<file path="config.mk">
export PLATFORM = sky130hd
export DESIGN_NAME = pooling_layer_ctrl_flat
export DESIGN_NICKNAME = d
export VERILOG_FILES = /design/src/rtl/pooling_layer_ctrl_if.sv /design/src/rtl/pooling_layer_ctrl.sv /design/src/flat_wrapper.sv
export SDC_FILE = /design/constraint.sdc
export NUM_CORES = 1
export LEC_CHECK = 0
export ABC_AREA = 1
export CAP_MARGIN = 25
export CORE_UTILIZATION = 45
export DETAILED_ROUTE_END_ITERATION = 10
export HOLD_SLACK_MARGIN = 0.1
export PLACE_DENSITY_LB_ADDON = 0.08
export REMOVE_ABC_BUFFERS = 1
export SYNTH_ARGS = -nofsm -noshare
export SYNTH_HDL_FRONTEND = slang
export SYNTH_SLANG_ARGS = --single-unit
</file>
<file path="constraint.sdc">
create_clock -name clk -period 1.6 [get_ports clk]
set_input_delay 0.32 -clock clk [delete_from_list [all_inputs] [get_ports clk]]
set_output_delay 0.32 -clock clk [all_outputs]
set_load 0.03 [all_outputs]
</file>
<file path="src/rtl/pooling_layer_ctrl_if.sv">
// Handshake and scan-index bundle between the pooling controller and its upstream/datapath.
// Ports: start, in_valid, in_ready, feature_idx/row/col, data_valid, win_last, busy, done, stall_cnt.
`timescale 1ns/1ps
interface pooling_layer_ctrl_if #(
  parameter int ROW_WIDTH     = 3,
  parameter int FEATURE_WIDTH = 2
);
  logic                     start;
  logic                     in_valid;
  logic                     in_ready;
  logic [FEATURE_WIDTH-1:0] feature_idx;
  logic [ROW_WIDTH-1:0]     feature_row;
  logic [ROW_WIDTH-1:0]     feature_col;
  logic                     data_valid;
  logic                     win_last;
  logic                     busy;
  logic                     done;
  logic [15:0]              stall_cnt;

  modport master (
    output start, in_valid,
    input  in_ready, feature_idx, feature_row, feature_col,
    input  data_valid, win_last, busy, done, stall_cnt
  );

  modport slave (
    input  start, in_valid,
    output in_ready, feature_idx, feature_row, feature_col,
    output data_valid, win_last, busy, done, stall_cnt
  );
endinterface

</file>
<file path="src/rtl/pooling_layer_ctrl.sv">
// Pooling-layer scan controller: walks feature/col/row over one map per start.
// Ports: clk, rst_n (async active-low), bus (slave modport); macro POOL_CTRL_STALL_CNT_EN adds stall counter.
`timescale 1ns/1ps
module pooling_layer_ctrl #(
  parameter int INPUT_SIZE    = 6,
  parameter int KERNEL_SIZE   = 2,
  parameter int TOTAL_FEATURE = 4
) (
  input logic                clk,
  input logic                rst_n,
  pooling_layer_ctrl_if.slave bus
);

  function automatic int logb2(input int value);
    int v;
    int n;
    v = value - 1;
    n = 0;
    while (v > 0) begin
      n = n + 1;
      v = v >> 1;
    end
    return (n == 0) ? 1 : n;
  endfunction

  localparam int ROW_WIDTH     = logb2(INPUT_SIZE);
  localparam int FEATURE_WIDTH = logb2(TOTAL_FEATURE);

  localparam logic [ROW_WIDTH-1:0] RC_LAST =
    ROW_WIDTH'(INPUT_SIZE - 1);
  localparam logic [FEATURE_WIDTH-1:0] F_LAST =
    FEATURE_WIDTH'(TOTAL_FEATURE - 1);

  typedef enum logic [1:0] {
    S_IDLE,
    S_RUN,
    S_DRAIN,
    S_DONE
  } state_t;

  state_t                   r_state;
  logic [ROW_WIDTH-1:0]     r_row;
  logic [ROW_WIDTH-1:0]     r_col;
  logic [FEATURE_WIDTH-1:0] r_feat;
  logic                     r_in_ready;
  logic                     r_busy;
  logic                     r_done;
  logic                     r_drain;

  logic w_fire;
  logic w_f_wrap;
  logic w_c_wrap;
  logic w_last;
  logic w_win_last;

  assign w_fire   = bus.in_valid & r_in_ready;
  assign w_f_wrap = (r_feat == F_LAST);
  assign w_c_wrap = (r_col == RC_LAST);
  assign w_last   = w_f_wrap & w_c_wrap & (r_row == RC_LAST);

  // Window closes on the bottom-right element of each KxK tile.
  assign w_win_last =
    ((int'(r_row) % KERNEL_SIZE) == KERNEL_SIZE - 1) &&
    ((int'(r_col) % KERNEL_SIZE) == KERNEL_SIZE - 1);

  always_ff @(posedge clk or negedge rst_n) begin
    if (!rst_n) begin
      r_state    <= S_IDLE;
      r_row      <= '0;
      r_col      <= '0;
      r_feat     <= '0;
      r_in_ready <= 1'b0;
      r_busy     <= 1'b0;
      r_done     <= 1'b0;
      r_drain    <= 1'b0;
    end else begin
      case (r_state)
        S_IDLE: begin
          if (bus.start) begin
            r_state    <= S_RUN;
            r_in_ready <= 1'b1;
            r_busy     <= 1'b1;
            r_row      <= '0;
            r_col      <= '0;
            r_feat     <= '0;
          end
        end
        S_RUN: begin
          if (w_fire) begin
            if (w_last) begin
              r_state    <= S_DRAIN;
              r_in_ready <= 1'b0;
              r_drain    <= 1'b0;
              r_row      <= '0;
              r_col      <= '0;
              r_feat     <= '0;
            end else if (w_f_wrap) begin
              r_feat <= '0;
              if (w_c_wrap) begin
                r_col <= '0;
                r_row <= r_row + 1'b1;
              end else begin
                r_col <= r_col + 1'b1;
              end
            end else begin
              r_feat <= r_feat + 1'b1;
            end
          end
        end
        S_DRAIN: begin
          // Two-cycle drain: r_drain marks the second cycle.
          if (r_drain) begin
            r_state <= S_DONE;
            r_done  <= 1'b1;
          end else begin
            r_drain <= 1'b1;
          end
        end
        S_DONE: begin
          r_state <= S_IDLE;
          r_done  <= 1'b0;
          r_busy  <= 1'b0;
        end
        default: begin
          r_state <= S_IDLE;
        end
      endcase
    end
  end

`ifdef POOL_CTRL_STALL_CNT_EN
  logic [15:0] r_stall;

  always_ff @(posedge clk or negedge rst_n) begin
    if (!rst_n) begin
      r_stall <= '0;
    end else if (r_state == S_IDLE && bus.start) begin
      r_stall <= '0;
    end else if (r_state == S_RUN && !bus.in_valid &&
                 r_stall != 16'hFFFF) begin
      r_stall <= r_stall + 16'd1;
    end
  end

  assign bus.stall_cnt = r_stall;
`else
  assign bus.stall_cnt = '0;
`endif

  assign bus.in_ready    = r_in_ready;
  assign bus.feature_idx = r_feat;
  assign bus.feature_row = r_row;
  assign bus.feature_col = r_col;
  assign bus.data_valid  = w_fire;
  assign bus.win_last    = w_win_last;
  assign bus.busy        = r_busy;
  assign bus.done        = r_done;

endmodule

</file>
<file path="src/flat_wrapper.sv">
// flat-port wrapper written by rule: the top's interface ports become plain ports
module pooling_layer_ctrl_flat 
#(
  parameter int INPUT_SIZE    = 6,
  parameter int KERNEL_SIZE   = 2,
  parameter int TOTAL_FEATURE = 4
)
  (clk, rst_n, bus_start, bus_in_valid, bus_in_ready, bus_feature_idx, bus_feature_row, bus_feature_col, bus_data_valid, bus_win_last, bus_busy, bus_done, bus_stall_cnt);
  pooling_layer_ctrl_if #(.ROW_WIDTH(3), .FEATURE_WIDTH(2)) bus_i ();
  input logic clk;
  input logic rst_n;
  input wire logic [$bits(bus_i.start)-1:0] bus_start;
  input wire logic [$bits(bus_i.in_valid)-1:0] bus_in_valid;
  output wire logic [$bits(bus_i.in_ready)-1:0] bus_in_ready;
  output wire logic [$bits(bus_i.feature_idx)-1:0] bus_feature_idx;
  output wire logic [$bits(bus_i.feature_row)-1:0] bus_feature_row;
  output wire logic [$bits(bus_i.feature_col)-1:0] bus_feature_col;
  output wire logic [$bits(bus_i.data_valid)-1:0] bus_data_valid;
  output wire logic [$bits(bus_i.win_last)-1:0] bus_win_last;
  output wire logic [$bits(bus_i.busy)-1:0] bus_busy;
  output wire logic [$bits(bus_i.done)-1:0] bus_done;
  output wire logic [$bits(bus_i.stall_cnt)-1:0] bus_stall_cnt;
  assign bus_i.start = bus_start;
  assign bus_i.in_valid = bus_in_valid;
  assign bus_in_ready = bus_i.in_ready;
  assign bus_feature_idx = bus_i.feature_idx;
  assign bus_feature_row = bus_i.feature_row;
  assign bus_feature_col = bus_i.feature_col;
  assign bus_data_valid = bus_i.data_valid;
  assign bus_win_last = bus_i.win_last;
  assign bus_busy = bus_i.busy;
  assign bus_done = bus_i.done;
  assign bus_stall_cnt = bus_i.stall_cnt;
  pooling_layer_ctrl #(.INPUT_SIZE(INPUT_SIZE), .KERNEL_SIZE(KERNEL_SIZE), .TOTAL_FEATURE(TOTAL_FEATURE)) u_core (.clk(clk), .rst_n(rst_n), .bus(bus_i));
endmodule
</file>
==> impl_results.md <==
- Number of placed I/O pins: 33
- CP Launch Type: flip-flop
- DR iter-0 viols: 21
- Final net count: about 170
- Routed Antenna Nets: 0
- Crit path required time: 1770 ps
- Hold bufs inserted after CTS: 0
- Clock skew: a little under 0.7 ps
- Clock Latency Late Sink: approximately 270 ps
- Leakage: just under 0.7 nW
- Min Tclk post-route: between 1000 and 1500 ps
- Post-Route WL: between 1500 and 2000 um
- Clock power share: 0.089
- I/O Buffers: 16
- Drt drc: 0
- NetSw: 1.14 mW
- Gr usage total: 0.182
- Clock sinks: 14
- Seq pwr share: 0.264
- Tcrit/Tclk final: 0.921
- Clock-pin slew on the worst setup and hold paths: about 80 ps
- Fraction of layout cells with a size suffix above 1: 0.195
- Synth unique cells: 22
- Post-Syn Instances: between 100 and 150
- Die Height: just under 50 um
- Crit path DAT: ~1600 ps
- P&R area growth vs syn: 18.3%
- CTS tree: built
- Worst VDD drop: between 900 and 1000 uV
- First-pass GRT wire length: around 3500 um
- GRT overflow: 0
- Sw frac: 0.516
- Post-Syn Area: 0.00102 mm^2
- Hold Path Class: input pin to async pin
- Most common library cell in the layout ignoring fill and taps: nand2_1
- FF+latch count, synth: 14
- Syn Area/Cell: between 7 and 8 um^2
- Num rows: 16
- Final setup vio count: 0
- PwrDens: around 1800 mW/mm^2
- Max-cap violations: 0
- Slew Limit Fails: 0
- Initial antenna violation count: 0
- Outcome: finished, final reports clean
- Vias in the first global route: slightly above 800
- Setup_tns: 0 ps
- Die footprint: approximately 0.0025 mm^2
- Max clock buf depth: 2
- Seq/Total Area, Yosys: 0.342
- Hold Fails Final Rpt: 0
- R2R Setup Slk: about 130 ps
- DP HPWL: ~1500 um
- Fmax: between 0.6 and 0.7 GHz
- Worst Setup End Kind: flip-flop
- H-Tree Level Count: 1
- Combinational share of power: 0.647
- Root buf cell: clkbuf_4
- Die width: roughly 50 um
- Worst Path Max Fanout: 7
- Core area: about 0.0020 mm^2
- Design Power: ~2.2 mW
- Drt pass-1 iters: 4
- Total number of vias: between 800 and 900
- Starting Density: 0.501
- Pint: approximately 1.1 mW
- Count of yosys warnings during synthesis: 0
- DR vias/cell: roughly 4.6
- Routed len/inst: approximately 10 um
- Crit Path Class: flip-flop to flip-flop
- Largest net degree at the start of global routing: 15
- Routability congestion estimate from global placement: about 0.84
- Commonest non-fill, non-tap cells in the layout: nand2_1, conb_1, dfrtp_1
- RSZ-0062 raised after global routing: no
- Number of buffers created by CTS: 3
- Antenna diodes: 0
[area by class of cell]
class / count / area [um^2]
clock buffers: 3 / 22.5
flip-flops and latches: 14 / 350
inverters: 17 / 63.8
multi-input cells: 95 / 532
repair buffers: 25 / 209
well taps: 27 / 33.8
fillers: 192 / 831
[path summary, 6_finish.rpt]
kind                                                               to                          start  depth (start not counted)
worst min register to register            u_core.bus.done$_DFFE_PN0P_    u_core.bus.done$_DFFE_PN0P_                          2
worst max register to register  u_core.bus.feature_row[0]$_DFFE_PN0P_  u_core.r_state[1]$_DFFE_PN0P_                          9
max in group asynchronous       u_core.bus.feature_idx[0]$_DFFE_PN0P_                          rst_n                          2
min in group clk                          u_core.bus.done$_DFFE_PN0P_    u_core.bus.done$_DFFE_PN0P_                          2
worst min-delay path                  u_core.bus.in_ready$_DFFE_PN0P_                          rst_n                          2
worst max-delay path            u_core.bus.feature_row[0]$_DFFE_PN0P_  u_core.r_state[1]$_DFFE_PN0P_                          9
[routing by layer]
metal  global-route usage  part of all wire  vias up
met5                    0                 0        -
met2                0.329              0.49       31
met3               0.0278             0.043        4
met4               0.0571             0.012        0
li1                     -                 -      425
met1                0.217              0.45      367
[cell usage after synthesis]
cell	count	area [um^2]
o21ai_1	4	20.0
nand2_2	3	18.8
nand4_1	2	12.5
inv_1	12	45.0
o21ai_2	1	8.76
nand2_4	1	11.3
buf_4	17	128
ha_1	7	87.6
o211ai_1	2	15.0
buf_6	1	11.3
conb_1	1	3.75
nand3_1	9	45.0
nor2_4	1	11.3
a21o_2	1	8.76
nand3_4	2	35.0
o21ai_0	8	40.0
dfrtp_1	14	350
inv_2	5	18.8
xnor2_1	1	8.76
xor2_1	1	8.76
nand2_1	29	109
nor2_1	7	26.3
[cell families (layout without fill, tap and decap cells)]
family                     count (synthesis)  count (layout)  synth area share
buffers and inverters                     35              45             0.198
and+or+nand+nor                           54              54             0.263
adders and majority gates                  7               7            0.0856
xor gates and xnor gates                   2               2            0.0171
other                                      1              16           0.00366
AOI/OAI and AO/OA                         16              16            0.0905
DFF                                       14              14             0.342
[worst max-delay path: stages, from the launching register on]
cell     delay (ps)
dfrtp_1         420
inv_1           110
ha_2            270
nand2_1          90
nand2_2         100
nand3_4         110
nor2_4          120
inv_2            50
nand2_1          50
nand2_1          50
[flip-flops by register name, indices dropped and copies added (netlist names)]
name	count
u_core.bus.busy	1
u_core.bus.done	1
u_core.bus.feature_col	3
u_core.bus.feature_idx	2
u_core.bus.feature_row	3
u_core.bus.in_ready	1
u_core.r_drain	1
u_core.r_state	2
[timing repair]
item / 4_1_cts / 5_1_grt
cloned: 0 / 0
resized for setup: 11 / 2
pin swaps: 0 / 0
hold endpoints to repair: 0 / 0
endpoints found under the setup margin: 11 / 5
buffers inserted: 0 / 0
[stage by stage]
| step | instances | cell area (um^2) | hold WS (ps) | util | setup slack [ps] |
|---|---|---|---|---|---|
| 2_1_floorplan | 126 | 941 | 24.4 | - | 55.1 |
| 6_report | 181 | 1210 | 342 | 0.593 | 127 |
| 3_3_place_gp | 178 | 1200 | 482 | 0.586 | 102 |
| 3_5_place_dp | 178 | 1200 | 485 | 0.586 | 58.1 |
| 4_1_cts | 181 | 1210 | 344 | 0.591 | 37.4 |
| 5_1_grt | 181 | 1210 | 376 | 0.593 | 12.3 |
[power groups by stage]
stage / clock network [mW] / registers, mW / logic, mW
2_1_floorplan: 0 / 0.797 / 0.797
3_3_place_gp: 0 / 0.585 / 1.46
3_5_place_dp: 0 / 0.592 / 1.49
4_1_cts: 0.206 / 0.584 / 1.42
5_1_grt: 0.223 / 0.602 / 1.60
6_report: 0.197 / 0.582 / 1.43
(Power assumes the default switching activity.)
